`config.mk`:
```
export PLATFORM = sky130hd
export DESIGN_NAME = uni_regn
export DESIGN_NICKNAME = d
export VERILOG_FILES = /design/src/rtl/uni_regn_pkg.sv /design/src/rtl/uni_regn_satcnt.sv /design/src/rtl/uni_regn.sv
export SDC_FILE = /design/constraint.sdc
export NUM_CORES = 1
export LEC_CHECK = 0
export CAP_MARGIN = 20
export CORE_UTILIZATION = 25
export CTS_CLUSTER_DIAMETER = 120
export CTS_CLUSTER_SIZE = 14
export DETAILED_ROUTE_END_ITERATION = 8
export GPL_TIMING_DRIVEN = 0
export PLACE_DENSITY = 0.53
export SLEW_MARGIN = 20
export SYNTH_ARGS = -nofsm -noshare
export SYNTH_HDL_FRONTEND = slang
export SYNTH_HIERARCHICAL = 1
export SYNTH_SLANG_ARGS = --single-unit
```
`constraint.sdc`:
```
create_clock -name CLK -period 2.1 [get_ports CLK]
set_input_delay 0.42 -clock CLK [delete_from_list [all_inputs] [get_ports CLK]]
set_output_delay 0.42 -clock CLK [all_outputs]
set_load 0.05 [all_outputs]
```
`src/rtl/uni_regn_pkg.sv`:
```
// Shared definitions for the uni_regn universal register: MODE encoding
// and the width of the shift/rotate counter.
package uni_regn_pkg;

  typedef enum logic [2:0] {
    MODE_HOLD = 3'b000,
    MODE_LOAD = 3'b001,
    MODE_SHL  = 3'b010,
    MODE_SHR  = 3'b011,
    MODE_ROTL = 3'b100,
    MODE_ROTR = 3'b101,
    MODE_INC  = 3'b110,
    MODE_DEC  = 3'b111
  } mode_e;

  // Bits needed to hold a count from 0 up to and including w.
  function automatic int cnt_width(input int w);
    return $clog2(w + 1);
  endfunction

  // Modes that move data positionally and therefore advance the counter.
  function automatic logic is_shift(input mode_e m);
    return (m == MODE_SHL) || (m == MODE_SHR) ||
           (m == MODE_ROTL) || (m == MODE_ROTR);
  endfunction

endpackage

```
`src/rtl/uni_regn_satcnt.sv`:
```
// Saturating up-counter from 0 to MAX with synchronous clear (clear wins
// over inc) and asynchronous active-low reset. full is combinational.
module uni_regn_satcnt
  import uni_regn_pkg::*;
#(
  parameter int MAX = 8,
  parameter int CW  = cnt_width(MAX)
) (
  input  logic          clk,
  input  logic          rst_n,
  input  logic          clear,
  input  logic          inc,
  output logic [CW-1:0] cnt,
  output logic          full
);

  localparam logic [CW-1:0] CNT_MAX = CW'(MAX);

  assign full = (cnt == CNT_MAX);

  // Count up on inc, stick at MAX, return to zero on clear.
  always_ff @(posedge clk or negedge rst_n) begin
    if (!rst_n) begin
      cnt <= '0;
    end else if (clear) begin
      cnt <= '0;
    end else if (inc && !full) begin
      cnt <= cnt + CW'(1);
    end
  end

endmodule

```
`src/rtl/uni_regn.sv`:
```
// uni_regn: universal register with hold / load / shift / rotate /
// increment / decrement, a saturating count of shifts since the last load,
// and a wrap flag for INC/DEC. WIDTH legal range is 2..32.
// Optional build macro UNI_REGN_SCLR_EN adds a synchronous clear input
// SCLR that overrides EN and MODE.
module uni_regn
  import uni_regn_pkg::*;
#(
  parameter int WIDTH = 8
) (
  input  logic                          CLK,
  input  logic                          CLR_B,
`ifdef UNI_REGN_SCLR_EN
  input  logic                          SCLR,
`endif
  input  logic                          EN,
  input  logic [2:0]                    MODE,
  input  logic [WIDTH-1:0]              D,
  input  logic                          SI_R,
  input  logic                          SI_L,
  output logic [WIDTH-1:0]              Q,
  output logic                          SO_L,
  output logic                          SO_R,
  output logic [cnt_width(WIDTH)-1:0]   CNT,
  output logic                          FULL,
  output logic                          CO
);

  localparam int CW = cnt_width(WIDTH);

  mode_e mode;
  logic  sclr;
  logic  cnt_clear;
  logic  cnt_inc;

  assign mode = mode_e'(MODE);

`ifdef UNI_REGN_SCLR_EN
  assign sclr = SCLR;
`else
  assign sclr = 1'b0;
`endif

  // Serial outputs come straight from the register, never from inputs.
  assign SO_L = Q[WIDTH-1];
  assign SO_R = Q[0];

  // LOAD restarts the count; a synchronous clear restarts it too.
  assign cnt_clear = sclr || (EN && (mode == MODE_LOAD));
  assign cnt_inc   = EN && is_shift(mode);

  uni_regn_satcnt #(
    .MAX (WIDTH),
    .CW  (CW)
  ) u_satcnt (
    .clk   (CLK),
    .rst_n (CLR_B),
    .clear (cnt_clear),
    .inc   (cnt_inc),
    .cnt   (CNT),
    .full  (FULL)
  );

  // Data register and wrap flag: one operation per enabled clock edge.
  always_ff @(posedge CLK or negedge CLR_B) begin
    if (!CLR_B) begin
      Q  <= '0;
      CO <= 1'b0;
    end else if (sclr) begin
      Q  <= '0;
      CO <= 1'b0;
    end else if (EN) begin
      unique case (mode)
        MODE_HOLD: begin
          Q  <= Q;
          CO <= CO;
        end
        MODE_LOAD: begin
          Q  <= D;
          CO <= 1'b0;
        end
        MODE_SHL: begin
          Q  <= {Q[WIDTH-2:0], SI_R};
          CO <= 1'b0;
        end
        MODE_SHR: begin
          Q  <= {SI_L, Q[WIDTH-1:1]};
          CO <= 1'b0;
        end
        MODE_ROTL: begin
          Q  <= {Q[WIDTH-2:0], Q[WIDTH-1]};
          CO <= 1'b0;
        end
        MODE_ROTR: begin
          Q  <= {Q[0], Q[WIDTH-1:1]};
          CO <= 1'b0;
        end
        MODE_INC: begin
          Q  <= Q + WIDTH'(1);
          CO <= &Q;
        end
        MODE_DEC: begin
          Q  <= Q - WIDTH'(1);
          CO <= ~|Q;
        end
        default: begin
          Q  <= Q;
          CO <= CO;
        end
      endcase
    end
  end

endmodule

```
==> flow_summary.ini <==
[yosys]
syn_inst = 169
avgSynthCellArea_um2 = 8.26
synth_edf_count = 0
synth-seq-cells = 13
synth_area_um2 = 1400
seq_area_frac_synth = 0.233
synth_top_area_share = 0.233
synth.net_count = 193
synthArstFlopShare = 1.00
ys_top_cells_by_area = dfrtp_1 23%, mux2i_1 7.9%, ha_1 7.2%
synthFlopType = dfrtp_1
synthDistinctLibCells = 53
yosysTopAreaCell = dfrtp_1
yosysWarnings = 6

[grt]
grt_pass1_vias = 1345
grt-ovfl-total = 0
grt_pass1_wl_um = 6860
antenna_found_initial = 0
grt_util_all_layers = 0.145
grt_max_degree = 14

[sta]
finalSetupViolCount = 0
slew_violations = 0
period_needed_ps = 2010
hold_violations = 0
fin_crit_sh = 0.956
tns_ps = 0
tightest_slew_ps = 662
relSlewSlack = 0.557
fmax_mhz = 498
whs_ps = 496
clock-skew-final_ps = 4.94

[pwr]
power_frac_seq = 0.264
switchingPower_uw = 761
cellPowerDensity_nw_per_um2 = 823
comb_power_share = 0.582
power_frac_clock = 0.154
total_power_uw = 1560
leakagePower_uw = 0.000792
intPower_uw = 802
switching_share = 0.487
irDropWorstVdd_mv = 0.434

[min_path]
hp-class = reg -> reg
worstHoldStart = CO
hold_path_depth = 2
hold_end = CO

[worst_setup_path]
crit_fanout = 7
crit_path_start_kind = register
required_ps = 1680
cpPeakStageDelay_ps = 860
crit_path_top_delay_cell = clkdlybuf4s50_1
worst-setup-path-type = reg -> out
reg2reg_depth = 9
critPathTopFamily = buffers and inverters
cp.arrival_ps = 1590
r2r_end = Q[6]
path_cells = clkdlybuf4s50_1
end_kind = output port
cp_num_buf_inv = 1
r2r_start = Q[1]
r2r_setup_slack_ps = 170

[clocking]
clock_path_buffers = 2
clockRootBuffer = clkbuf_8
cts_tree = yes
cts_max_level = 1
cts_buffers = 3
hold_buffers = 0
cts_num_sinks = 13
clk_latency_ps = 250
path_clk_slew_ps = 70

[place]
io_buffers = 30
gp_congestion = 0.783
dp_hpwl_um = 2930

[floorplan]
io_pins = 32
die-area_um2 = 5890
die_width_um = 76.7
core_area_um2 = 5240
num_rows = 26
initial_core_util = 0.267
die_h_um = 76.7

[route]
drtIter0Drc = 111
ant_nets = 0
vias_per_cell = 5.13
wl_um = 4050
firstDrtPassIters = 4
dr_total_vias = 1400
routedWlPerCell_um = 14.8
remaining_drc_errors = 0

[final_layout]
drive_gt1_frac = 0.172
syn_to_final_growth_pct = 35.9
regArea_um2 = 327
nFillCells = 548
finish.net_count = 228
n_antenna_cell = 0
multi_input_area_um2 = 1020

[run]
drv_cap = 0

[status]
status = finished, final reports clean
==> Yosys cell counts (3+ instances only) <==
cell type / n
a21oi_1: 5
a221oi_1: 3
buf_2: 4
buf_4: 4
clkbuf_1: 5
dfrtp_1: 13
ha_1: 8
inv_1: 9
mux2i_1: 11
nand2_1: 17
nand3_1: 3
nand4_1: 3
nor2_1: 10
nor2b_1: 3
nor3_1: 6
nor3b_1: 3
o2111ai_1: 3
o21ai_0: 9
xor2_1: 3
==> registers in the layout (all words and copies together), names as in the netlist <==
| signal | count |
|---|---|
| u_satcnt/cnt | 4 |
| CO | 1 |
| Q | 8 |
==> logic make-up (layout without fill, tap and decap cells) <==
family | Yosys count | after routing | share of synthesized area
AOI/OAI and AO/OA | 48 | 48 | 0.260
muxes | 13 | 13 | 0.0977
adders and majority gates | 8 | 8 | 0.0717
DFF | 13 | 13 | 0.233
and+or+nand+nor | 57 | 57 | 0.210
buffers and inverters | 24 | 58 | 0.0851
xor gates and xnor gates | 6 | 6 | 0.0430
==> placed cells by master, fill, tap and decap left out, types with 4 or more instances in the layout <==
cell type	instances
clkdlybuf4s50_1	24
nand2_1	17
dfrtp_1	12
mux2i_1	11
nor2_1	10
inv_1	9
o21ai_0	7
nor3_1	6
buf_2	5
buf_4	5
a21oi_1	5
clkbuf_1	4
==> tightest hold or removal path: cells and delay by family, from the launching register on <==
kind | cells | cell delay (ps)
DFF | 1 | 350
AOI/OAI and AO/OA | 1 | 70
and+or+nand+nor | 1 | 50
==> per-layer routing <==
layer | GRT usage | vias up | part of all wire
li1 | - | 698 | -
met1 | 0.209 | 650 | 0.48
met2 | 0.217 | 45 | 0.44
met3 | 0.0310 | 7 | 0.064
met4 | 0.0346 | 0 | 0.014
met5 | 0 | - | 0
==> through the flow <==
stage / utilization / worst slack (ps) / cell area [µm²] / instances
final: 0.362 / 91.4 / 1900 / 273
after global routing: 0.362 / -11.3 / 1900 / 273
after CTS: 0.358 / -43.3 / 1880 / 274
after detailed placement: 0.343 / -669 / 1800 / 269
after global placement: 0.343 / -683 / 1800 / 269
after floorplan: - / 15.8 / 1410 / 169
==> how the worst max path moves through the flow <==
stage                      end  cells past startpoint     from
after floorplan           Q[7]                      9  MODE[0]
after global placement    Q[6]                     10  MODE[2]
after detailed placement  Q[6]                     10  MODE[2]
after CTS                 Q[7]                     10  MODE[2]
after global routing      Q[6]                      9     Q[1]
final                     Q[5]                      1     Q[5]
==> timing repair <==
| item | 4_1_cts | 5_1_grt |
|---|---|---|
| gates resized for setup | 11 | 17 |
| buffers inserted | 1 | 0 |
| hold endpoints to repair | 0 | 0 |
| setup endpoints to repair | 10 | 8 |
| pin swaps | 2 | 0 |
==> cell type report <==
type,instances,area share
Buffer,13,0.0409
Inverter,10,0.0237
Sequential cell,13,0.172
Multi-Input combinational cell,132,0.537
Clock buffer,4,0.0237
Tap cell,70,0.0461
Timing Repair Buffer,31,0.156
==> power by group through the flow <==
stage | clock (µW) | combinational, µW | sequential [µW]
3_5_place_dp | 0 | 897 | 413
5_1_grt | 263 | 985 | 426
2_1_floorplan | 0 | 410 | 615
3_3_place_gp | 0 | 889 | 415
4_1_cts | 253 | 904 | 414
6_report | 240 | 910 | 413
(Power assumes the default switching activity.)
